$ cat src/rtl/data_mem_arbiter_if.sv
// Requester handshake and data-memory bus bundle for data_mem_arbiter.
interface data_mem_arbiter_if #(
    parameter int WIDTH = 32
);
    logic             req0;
    logic             req1;
    logic             we0;
    logic             we1;
    logic [WIDTH-1:0] addr0;
    logic [WIDTH-1:0] addr1;
    logic [WIDTH-1:0] wdata0;
    logic [WIDTH-1:0] wdata1;
    logic             done0;
    logic             done1;
    logic             err;
    logic [WIDTH-1:0] rdata;
    logic             mem_read;
    logic             mem_write;
    logic [WIDTH-1:0] mem_addr;
    logic [WIDTH-1:0] mem_wdata;
    logic [WIDTH-1:0] mem_rdata;

    modport slave (
        input  req0, req1, we0, we1,
        input  addr0, addr1, wdata0, wdata1,
        input  mem_rdata,
        output done0, done1, err, rdata,
        output mem_read, mem_write, mem_addr, mem_wdata
    );

    modport master (
        output req0, req1, we0, we1,
        output addr0, addr1, wdata0, wdata1,
        output mem_rdata,
        input  done0, done1, err, rdata,
        input  mem_read, mem_write, mem_addr, mem_wdata
    );
endinterface

$ cat src/rtl/data_mem_arbiter.sv
// Two-port arbiter/sequencer for the single-ported data memory.
// Define ARB_ROUND_ROBIN_EN for round-robin; otherwise port 0 has fixed priority.
module data_mem_arbiter #(
    parameter int WIDTH = 32,
    parameter int DEPTH = 512
) (
    input  logic              clk,
    input  logic              reset,
    data_mem_arbiter_if.slave bus
);
    typedef enum logic [2:0] {
        IDLE,
        WR,
        RD1,
        RD2,
        RESP
    } state_t;

    localparam logic [WIDTH-1:0] LIMIT = WIDTH'(DEPTH);

    state_t           state;
    logic             port_q;
    logic             done0_q;
    logic             done1_q;
    logic             err_q;
    logic [WIDTH-1:0] rdata_q;
    logic             mem_read_q;
    logic             mem_write_q;
    logic [WIDTH-1:0] mem_addr_q;
    logic [WIDTH-1:0] mem_wdata_q;

    logic             g_req;
    logic             g_port;
    logic             g_we;
    logic [WIDTH-1:0] g_addr;
    logic [WIDTH-1:0] g_wdata;
    logic             g_oor;

`ifdef ARB_ROUND_ROBIN_EN
    // rr_ptr=1 means port 1 wins the next contested grant
    logic rr_ptr;

    always_ff @(posedge clk) begin
        if (reset) begin
            rr_ptr <= 1'b0;
        end else if (state == IDLE && g_req) begin
            rr_ptr <= ~g_port;
        end
    end

    assign g_port = bus.req1 & (~bus.req0 | rr_ptr);
`else
    assign g_port = bus.req1 & ~bus.req0;
`endif

    always_comb begin
        g_req   = bus.req0 | bus.req1;
        g_we    = g_port ? bus.we1    : bus.we0;
        g_addr  = g_port ? bus.addr1  : bus.addr0;
        g_wdata = g_port ? bus.wdata1 : bus.wdata0;
        g_oor   = (g_addr >= LIMIT);
    end

    always_ff @(posedge clk) begin
        if (reset) begin
            state       <= IDLE;
            port_q      <= 1'b0;
            done0_q     <= 1'b0;
            done1_q     <= 1'b0;
            err_q       <= 1'b0;
            rdata_q     <= '0;
            mem_read_q  <= 1'b0;
            mem_write_q <= 1'b0;
            mem_addr_q  <= '0;
            mem_wdata_q <= '0;
        end else begin
            done0_q <= 1'b0;
            done1_q <= 1'b0;
            err_q   <= 1'b0;
            unique case (state)
                IDLE: begin
                    if (g_req) begin
                        port_q <= g_port;
                        // rejected accesses never drive the memory bus
                        if (g_oor) begin
                            state   <= RESP;
                            done0_q <= ~g_port;
                            done1_q <= g_port;
                            err_q   <= 1'b1;
                        end else if (g_we) begin
                            state       <= WR;
                            mem_write_q <= 1'b1;
                            mem_addr_q  <= g_addr;
                            mem_wdata_q <= g_wdata;
                        end else begin
                            state      <= RD1;
                            mem_read_q <= 1'b1;
                            mem_addr_q <= g_addr;
                        end
                    end
                end
                WR: begin
                    mem_write_q <= 1'b0;
                    state       <= RESP;
                    done0_q     <= ~port_q;
                    done1_q     <= port_q;
                end
                RD1: begin
                    state <= RD2;
                end
                RD2: begin
                    mem_read_q <= 1'b0;
                    rdata_q    <= bus.mem_rdata;
                    state      <= RESP;
                    done0_q    <= ~port_q;
                    done1_q    <= port_q;
                end
                RESP: begin
                    state <= IDLE;
                end
                default: begin
                    state <= IDLE;
                end
            endcase
        end
    end

    assign bus.done0     = done0_q;
    assign bus.done1     = done1_q;
    assign bus.err       = err_q;
    assign bus.rdata     = rdata_q;
    assign bus.mem_read  = mem_read_q;
    assign bus.mem_write = mem_write_q;
    assign bus.mem_addr  = mem_addr_q;
    assign bus.mem_wdata = mem_wdata_q;
endmodule

$ cat src/flat_wrapper.sv
// flat-port wrapper written by rule: the top's interface ports become plain ports
module data_mem_arbiter_flat 
#(
    parameter int WIDTH = 32,
    parameter int DEPTH = 512
)
  (clk, reset, bus_req0, bus_req1, bus_we0, bus_we1, bus_addr0, bus_addr1, bus_wdata0, bus_wdata1, bus_mem_rdata, bus_done0, bus_done1, bus_err, bus_rdata, bus_mem_read, bus_mem_write, bus_mem_addr, bus_mem_wdata);
  data_mem_arbiter_if #(.WIDTH(WIDTH)) bus_i ();
  input  logic clk;
  input  logic reset;
  input wire logic [$bits(bus_i.req0)-1:0] bus_req0;
  input wire logic [$bits(bus_i.req1)-1:0] bus_req1;
  input wire logic [$bits(bus_i.we0)-1:0] bus_we0;
  input wire logic [$bits(bus_i.we1)-1:0] bus_we1;
  input wire logic [$bits(bus_i.addr0)-1:0] bus_addr0;
  input wire logic [$bits(bus_i.addr1)-1:0] bus_addr1;
  input wire logic [$bits(bus_i.wdata0)-1:0] bus_wdata0;
  input wire logic [$bits(bus_i.wdata1)-1:0] bus_wdata1;
  input wire logic [$bits(bus_i.mem_rdata)-1:0] bus_mem_rdata;
  output wire logic [$bits(bus_i.done0)-1:0] bus_done0;
  output wire logic [$bits(bus_i.done1)-1:0] bus_done1;
  output wire logic [$bits(bus_i.err)-1:0] bus_err;
  output wire logic [$bits(bus_i.rdata)-1:0] bus_rdata;
  output wire logic [$bits(bus_i.mem_read)-1:0] bus_mem_read;
  output wire logic [$bits(bus_i.mem_write)-1:0] bus_mem_write;
  output wire logic [$bits(bus_i.mem_addr)-1:0] bus_mem_addr;
  output wire logic [$bits(bus_i.mem_wdata)-1:0] bus_mem_wdata;
  assign bus_i.req0 = bus_req0;
  assign bus_i.req1 = bus_req1;
  assign bus_i.we0 = bus_we0;
  assign bus_i.we1 = bus_we1;
  assign bus_i.addr0 = bus_addr0;
  assign bus_i.addr1 = bus_addr1;
  assign bus_i.wdata0 = bus_wdata0;
  assign bus_i.wdata1 = bus_wdata1;
  assign bus_i.mem_rdata = bus_mem_rdata;
  assign bus_done0 = bus_i.done0;
  assign bus_done1 = bus_i.done1;
  assign bus_err = bus_i.err;
  assign bus_rdata = bus_i.rdata;
  assign bus_mem_read = bus_i.mem_read;
  assign bus_mem_write = bus_i.mem_write;
  assign bus_mem_addr = bus_i.mem_addr;
  assign bus_mem_wdata = bus_i.mem_wdata;
  data_mem_arbiter #(.WIDTH(WIDTH), .DEPTH(DEPTH)) u_core (.clk(clk), .reset(reset), .bus(bus_i));
endmodule
$ cat config.mk
export PLATFORM = sky130hd
export DESIGN_NAME = data_mem_arbiter_flat
export DESIGN_NICKNAME = d
export VERILOG_FILES = /design/src/rtl/data_mem_arbiter_if.sv /design/src/rtl/data_mem_arbiter.sv /design/src/flat_wrapper.sv
export SDC_FILE = /design/constraint.sdc
export NUM_CORES = 1
export LEC_CHECK = 0
export ABC_AREA = 1
export CORE_MARGIN = 1
export CORE_UTILIZATION = 25
export CTS_BUF_LIST = sky130_fd_sc_hd__clkbuf_4 sky130_fd_sc_hd__clkbuf_8
export CTS_CLUSTER_SIZE = 16
export DETAILED_ROUTE_END_ITERATION = 6
export PLACE_DENSITY_LB_ADDON = 0.05
export SYNTH_ARGS = -nofsm -noshare
export SYNTH_HDL_FRONTEND = slang
export SYNTH_SLANG_ARGS = --single-unit
export TNS_END_PERCENT = 5
$ cat constraint.sdc
create_clock -name clk -period 1.8 [get_ports clk]
set_input_delay 0.36 -clock clk [delete_from_list [all_inputs] [get_ports clk]]
set_output_delay 0.36 -clock clk [all_outputs]
set_load 0.01 [all_outputs]
Word-level counts from Yosys, hierarchy flattened
Index checks and enable logic that the tools add are counted.

storage, ports and cells
  output and inout bits = 101
  input port bits = 166
  bits in registers = 105
  word-level logic and storage cells = 58

cells by class
  bitwise operators = 8
  equal/unequal tests = 7
  reductions and logical operators = 10
  order comparisons = 1
  muxes and demuxes = 22

operators with widths
  kind                                                                  number
  two-way mux 32 bit                                                    2
  greater-or-equal comparator 32 x 10 -> 1 bit (second input constant)  1
  two-way mux 1 bit                                                     12
  AND reduction 4 bit                                                   3
  one-hot mux 3 bit (3 select lines)                                    1
  one-hot mux 1 bit (2 select lines)                                    4
  == test 3 x 2 -> 1 bit (second input constant)                        2
  two-way mux 3 bit                                                     2
  inverter 1 bit                                                        6
  != test 2 x 1 -> 1 bit (second input constant)                        2
  != test 2 bit (second input constant)                                 2
  nonzero test 2 bit                                                    2
  == test 3 x 1 -> 1 bit (second input constant)                        1
  logical NOT 3 bit                                                     1
  AND reduction 3 bit                                                   1
  OR reduction 3 bit                                                    1
  two-way mux 2 bit                                                     1
  AND reduction 2 bit                                                   1
  OR reduction 2 bit                                                    1
  AND 1 bit                                                             1
  OR 1 bit                                                              1

Logic depth before layout (Yosys ltp)
  word-level depth = 7
  mapped depth = 15
  mapped depth without buffers = 13

Worst setup path before layout
No wires, ideal clock.

  path type = input-to-reg
  start = input port bus_req0
  end = register u_core.mem_wdata_q[12], in the netlist u_core.bus.mem_wdata[12]
  stages = 13
  data arrival time = 1.667 ns
  setup slack = 0.020 ns
  data required time = 1.687 ns
  buffers on the path = 3
  library setup time = 0.113 ns
  cell sequence = inv_2 nand2_2 buf_2 buf_6 o21ai_1 nand2_1 nor2_1 nand2_1 nor2_2 nand4_4 clkbuf_1 nor2_1 nor2_1

between the ends
  word-level cells in the longest chain between the ends = 6
  elaborated cells between the ends (all ways) = 9
  classes of those cells = 1 x order compare; 3 x mux; 4 x bitwise; 1 x reduce/logical

ends and longest elaborated chain
  element                                       RTL line                RTL
  start, declared                               flat_wrapper.sv:11      input wire logic [$bits(bus_i.req0)-1:0] bus_req0;
  inverter 1 bit                                data_mem_arbiter.sv:53  assign g_port = bus.req1 & ~bus.req0;
  AND 1 bit                                     data_mem_arbiter.sv:53
  two-way mux 32 bit                            data_mem_arbiter.sv:59  g_addr = g_port ? bus.addr1 : bus.addr0;
  greater-or-equal comparator 32 x 10 -> 1 bit  data_mem_arbiter.sv:61  g_oor = (g_addr >= LIMIT);
  inverter 1 bit (no line)                      --
  AND reduction 4 bit (no line)                 --
  end signal, assigned                          data_mem_arbiter.sv:94  mem_wdata_q <= g_wdata;
  end, declared                                 data_mem_arbiter.sv:30  logic [WIDTH-1:0] mem_wdata_q;

Several ways; a longest one is shown, not always the timed one.
A chain may end at the register's enable or synchronous reset.

Worst setup path in the final report
  start = input port bus_req0
  end = register u_core.mem_wdata_q[13], in the netlist u_core.bus.mem_wdata[13]

Same word-level chain as after synthesis.

==> reports/metrics.cfg <==
[outcome]
run_status=complete, no violations

[worst_setup_path]
worst_setup_path_end_kind=register
cpLargestDelayFamily=simple AND/OR/NAND/NOR gates
critPathMaxFanout=8
worst_path_max_delay_cell=sky130_fd_sc_hd__buf_12
worst_ep_arrival_time_ps=2030
critical-path-max-stage-delay_ps=170
path_class=in -> reg
timing.critical_path.mode_cell=sky130_fd_sc_hd__nand2_1
list_of_cells_traversed_by_the_critical_path=buf_8 > buf_6 > nor2_4 > buf_6 > buf_6 > nand2_1 > nand2_1 > nand2_1 > nor2_2 > nand2_1 > nor2_2 > nand4_4 > buf_12 > clkbuf_16 > nor2_1 > nor2_1
critical_path.startpoint_type=input port
critical_path_required_ps=2090
cp.buffers_inverters=6

[drt]
drt-pass1-iter-count=4
antenna_left=0
detail_route.wl_per_cell_um=12.74
vias=5536
drc_errors=0
drt_wl_total_um=17480
drt-initial-drc-count=180
via_per_inst=4.035

[sta]
tightestPinTransition_ps=380.6
post_layout_min_period_ps=1743
final.setup_skew_ps=11.15
timing.final.max_slew_violations=0
rsz0062_at_grt=yes
timing.final.crit_share=0.9684
max_slew_margin=0.7445
hold_ws_ps=453.0
fmax_ghz=0.5737
count_of_final_setup_violators=0
final_hold_viol_count=0

[clock_network]
insertion_delay_ps=380
cts.sinks=105
clk_pin_slew_ps=110
clock_path_buffers=2
clock_buffer_count_from_cts=9
clock_tree.htree_level_count=3
clock-root-buffer=sky130_fd_sc_hd__clkbuf_8
cts_tree=done

[pwr]
intPower_uw=3382
share_comb_of_total_power=0.173
seqPwrFrac=0.498
sw_frac_of_total=0.2805
power_frac_clock=0.329
total_power_uw=4701
peakVddDrop_mv=0.3628
leak_uw=0.004224
power.density_nw_per_um2=539.1
switching_power_uw=1319

[floorplanning]
rows=51
core_area_um2=19530
die_width_um=143.2
floorplan.die.height_um=143.2
area_of_the_die_um2=20490
io_pins=267
initial_core_util=0.2551

[final_layout]
layout.cell_area.non_filler_um2=8721
n_antenna_cell=0
final_cell_mix=sky130_fd_sc_hd__nand2_1 (281), sky130_fd_sc_hd__clkdlybuf4s50_1 (264), sky130_fd_sc_hd__nor2_1 (160)
finalNetCount=1268
drive_above_1_share=0.09485
instances_no_fill=1372
final_common_cell=sky130_fd_sc_hd__nand2_1
postLayoutCoreUtil=0.4466
layout-area-overhead-vs-synth_pct=75.08

[synth]
postSynth.topFlopCell=sky130_fd_sc_hd__dfxtp_1
post_synth_inst_count=821
ys_types=20
synth_enable_flop_cells=0
synth.yosys.warnings=0
syn_area_per_cell_um2=6.067
synth_sequential_area_ratio=0.4220
ys_async_sr_fraction=0
yosys_register_bits=105
synthesis.area_um2=4981
syn-num-nets=987

[place]
numPortBuffers=266
place.gp.congestion=0.7868
place_area_um2=8104
place.detailed.instances=1342
post-dp-hpwl_um=12200

[global_routing]
wire_length_of_the_first_global_routing_pass_um=26810
grt-ovfl-total=0
initial_antenna_violation_count=0
groute.usage.overall=0.1685
first_global_vias=5307
largest_net_degree_at_the_start_of_global_routing=67

[worst_hold_path]
timing.hold.worst.class=reg -> reg

[job]
drv_cap=0

cell usage after synthesis, types with 2 or more instances:
master,count,area [µm²]
sky130_fd_sc_hd__o21ai_0,45,225.2
sky130_fd_sc_hd__buf_1,6,22.52
sky130_fd_sc_hd__nand2_1,294,1104
sky130_fd_sc_hd__clkbuf_1,22,82.58
sky130_fd_sc_hd__dfxtp_1,105,2102
sky130_fd_sc_hd__inv_1,92,345.3
sky130_fd_sc_hd__buf_4,2,15.01
sky130_fd_sc_hd__o21ai_1,5,25.02
sky130_fd_sc_hd__nor3_1,2,10.01
sky130_fd_sc_hd__buf_2,11,55.05
sky130_fd_sc_hd__inv_2,4,15.01
sky130_fd_sc_hd__nand3_1,41,205.2
sky130_fd_sc_hd__nor2_2,2,12.51
sky130_fd_sc_hd__nor2_1,176,660.6
sky130_fd_sc_hd__a21oi_1,9,45.04
through the flow:
stage	setup slack, ps	TNS, ps
global route	-88.03	-1847
detailed placement	-745.0	-49250
CTS	28.20	0
global placement	-718.8	-48430
floorplan	19.84	0
finish	56.90	0
worst paths after layout:
check                       from  slack [ps]  depth (start not counted)                  endpoint
min          u_core.bus.mem_read         450                          2       u_core.bus.mem_read
min reg2reg  u_core.bus.mem_read         450                          2       u_core.bus.mem_read
max                     bus_req0          60                         16  u_core.bus.mem_wdata[13]
max reg2reg      u_core.state[0]          90                         11  u_core.bus.mem_wdata[13]
per-layer routing:
layer / share of wire / vias to the layer above / wire length (µm) / global-route usage
li1: - / 3008 / - / -
met1: 0.45 / 2349 / 7782 / 0.2011
met2: 0.45 / 166 / 7783 / 0.2760
met3: 0.096 / 13 / 1679 / 0.06338
met4: 0.013 / 0 / 234 / 0.05716
met5: 0 / - / 0 / 0
flip-flops by register name (all words and copies together), names as in the netlist:
| register | cells |
|---|---|
| u_core.bus.mem_addr | 32 |
| u_core.bus.mem_read | 1 |
| u_core.bus.rdata | 32 |
| u_core.bus.mem_write | 1 |
| u_core.bus.mem_wdata | 32 |
| u_core.bus.err | 1 |
| u_core.state | 3 |
| u_core.bus.done1 | 1 |
| u_core.bus.done0 | 1 |
| u_core.port_q | 1 |
cell families (layout without fill, tap and decap cells):
kind of cell,after synthesis,after routing,share of synthesized area
and+or+nand+nor,519,519,0.4089
AOI/OAI and AO/OA,59,59,0.05928
buffers and inverters,138,424,0.1098
DFF,105,105,0.4220
tightest hold or removal path, stage by stage (launching register included):
cell and delay [ps]:
sky130_fd_sc_hd__dfxtp_1 330, sky130_fd_sc_hd__inv_1 50, sky130_fd_sc_hd__a21oi_1 50
power by group through the flow:
stage	clock network [µW]	logic (µW)	registers, µW
after floorplan	0	280	2390
after global placement	0	797	2390
after detailed placement	0	791	2390
after CTS	1650	807	2340
after global routing	1720	899	2340
final	1550	813	2340
area by class of cell:
| class | count | area (µm²) |
|---|---|---|
| Fill cell | 2058 | 10810 |
| Multi-Input combinational cell | 578 | 2470 |
| Tap cell | 265 | 331.6 |
| Sequential cell | 105 | 2102 |
| Timing Repair Buffer | 312 | 3239 |
| Inverter | 96 | 362.8 |
| Clock buffer | 9 | 123.9 |
| Clock inverter | 7 | 91.34 |
repair_timing:
item | CTS | global route
pin swaps | 5 | 19
gates resized for setup | 19 | 51
setup endpoints to repair | 72 | 67
setup buffers | 9 | 1
hold buffers | 0 | 0
gates cloned | 4 | 3
(Power assumes the default switching activity.)
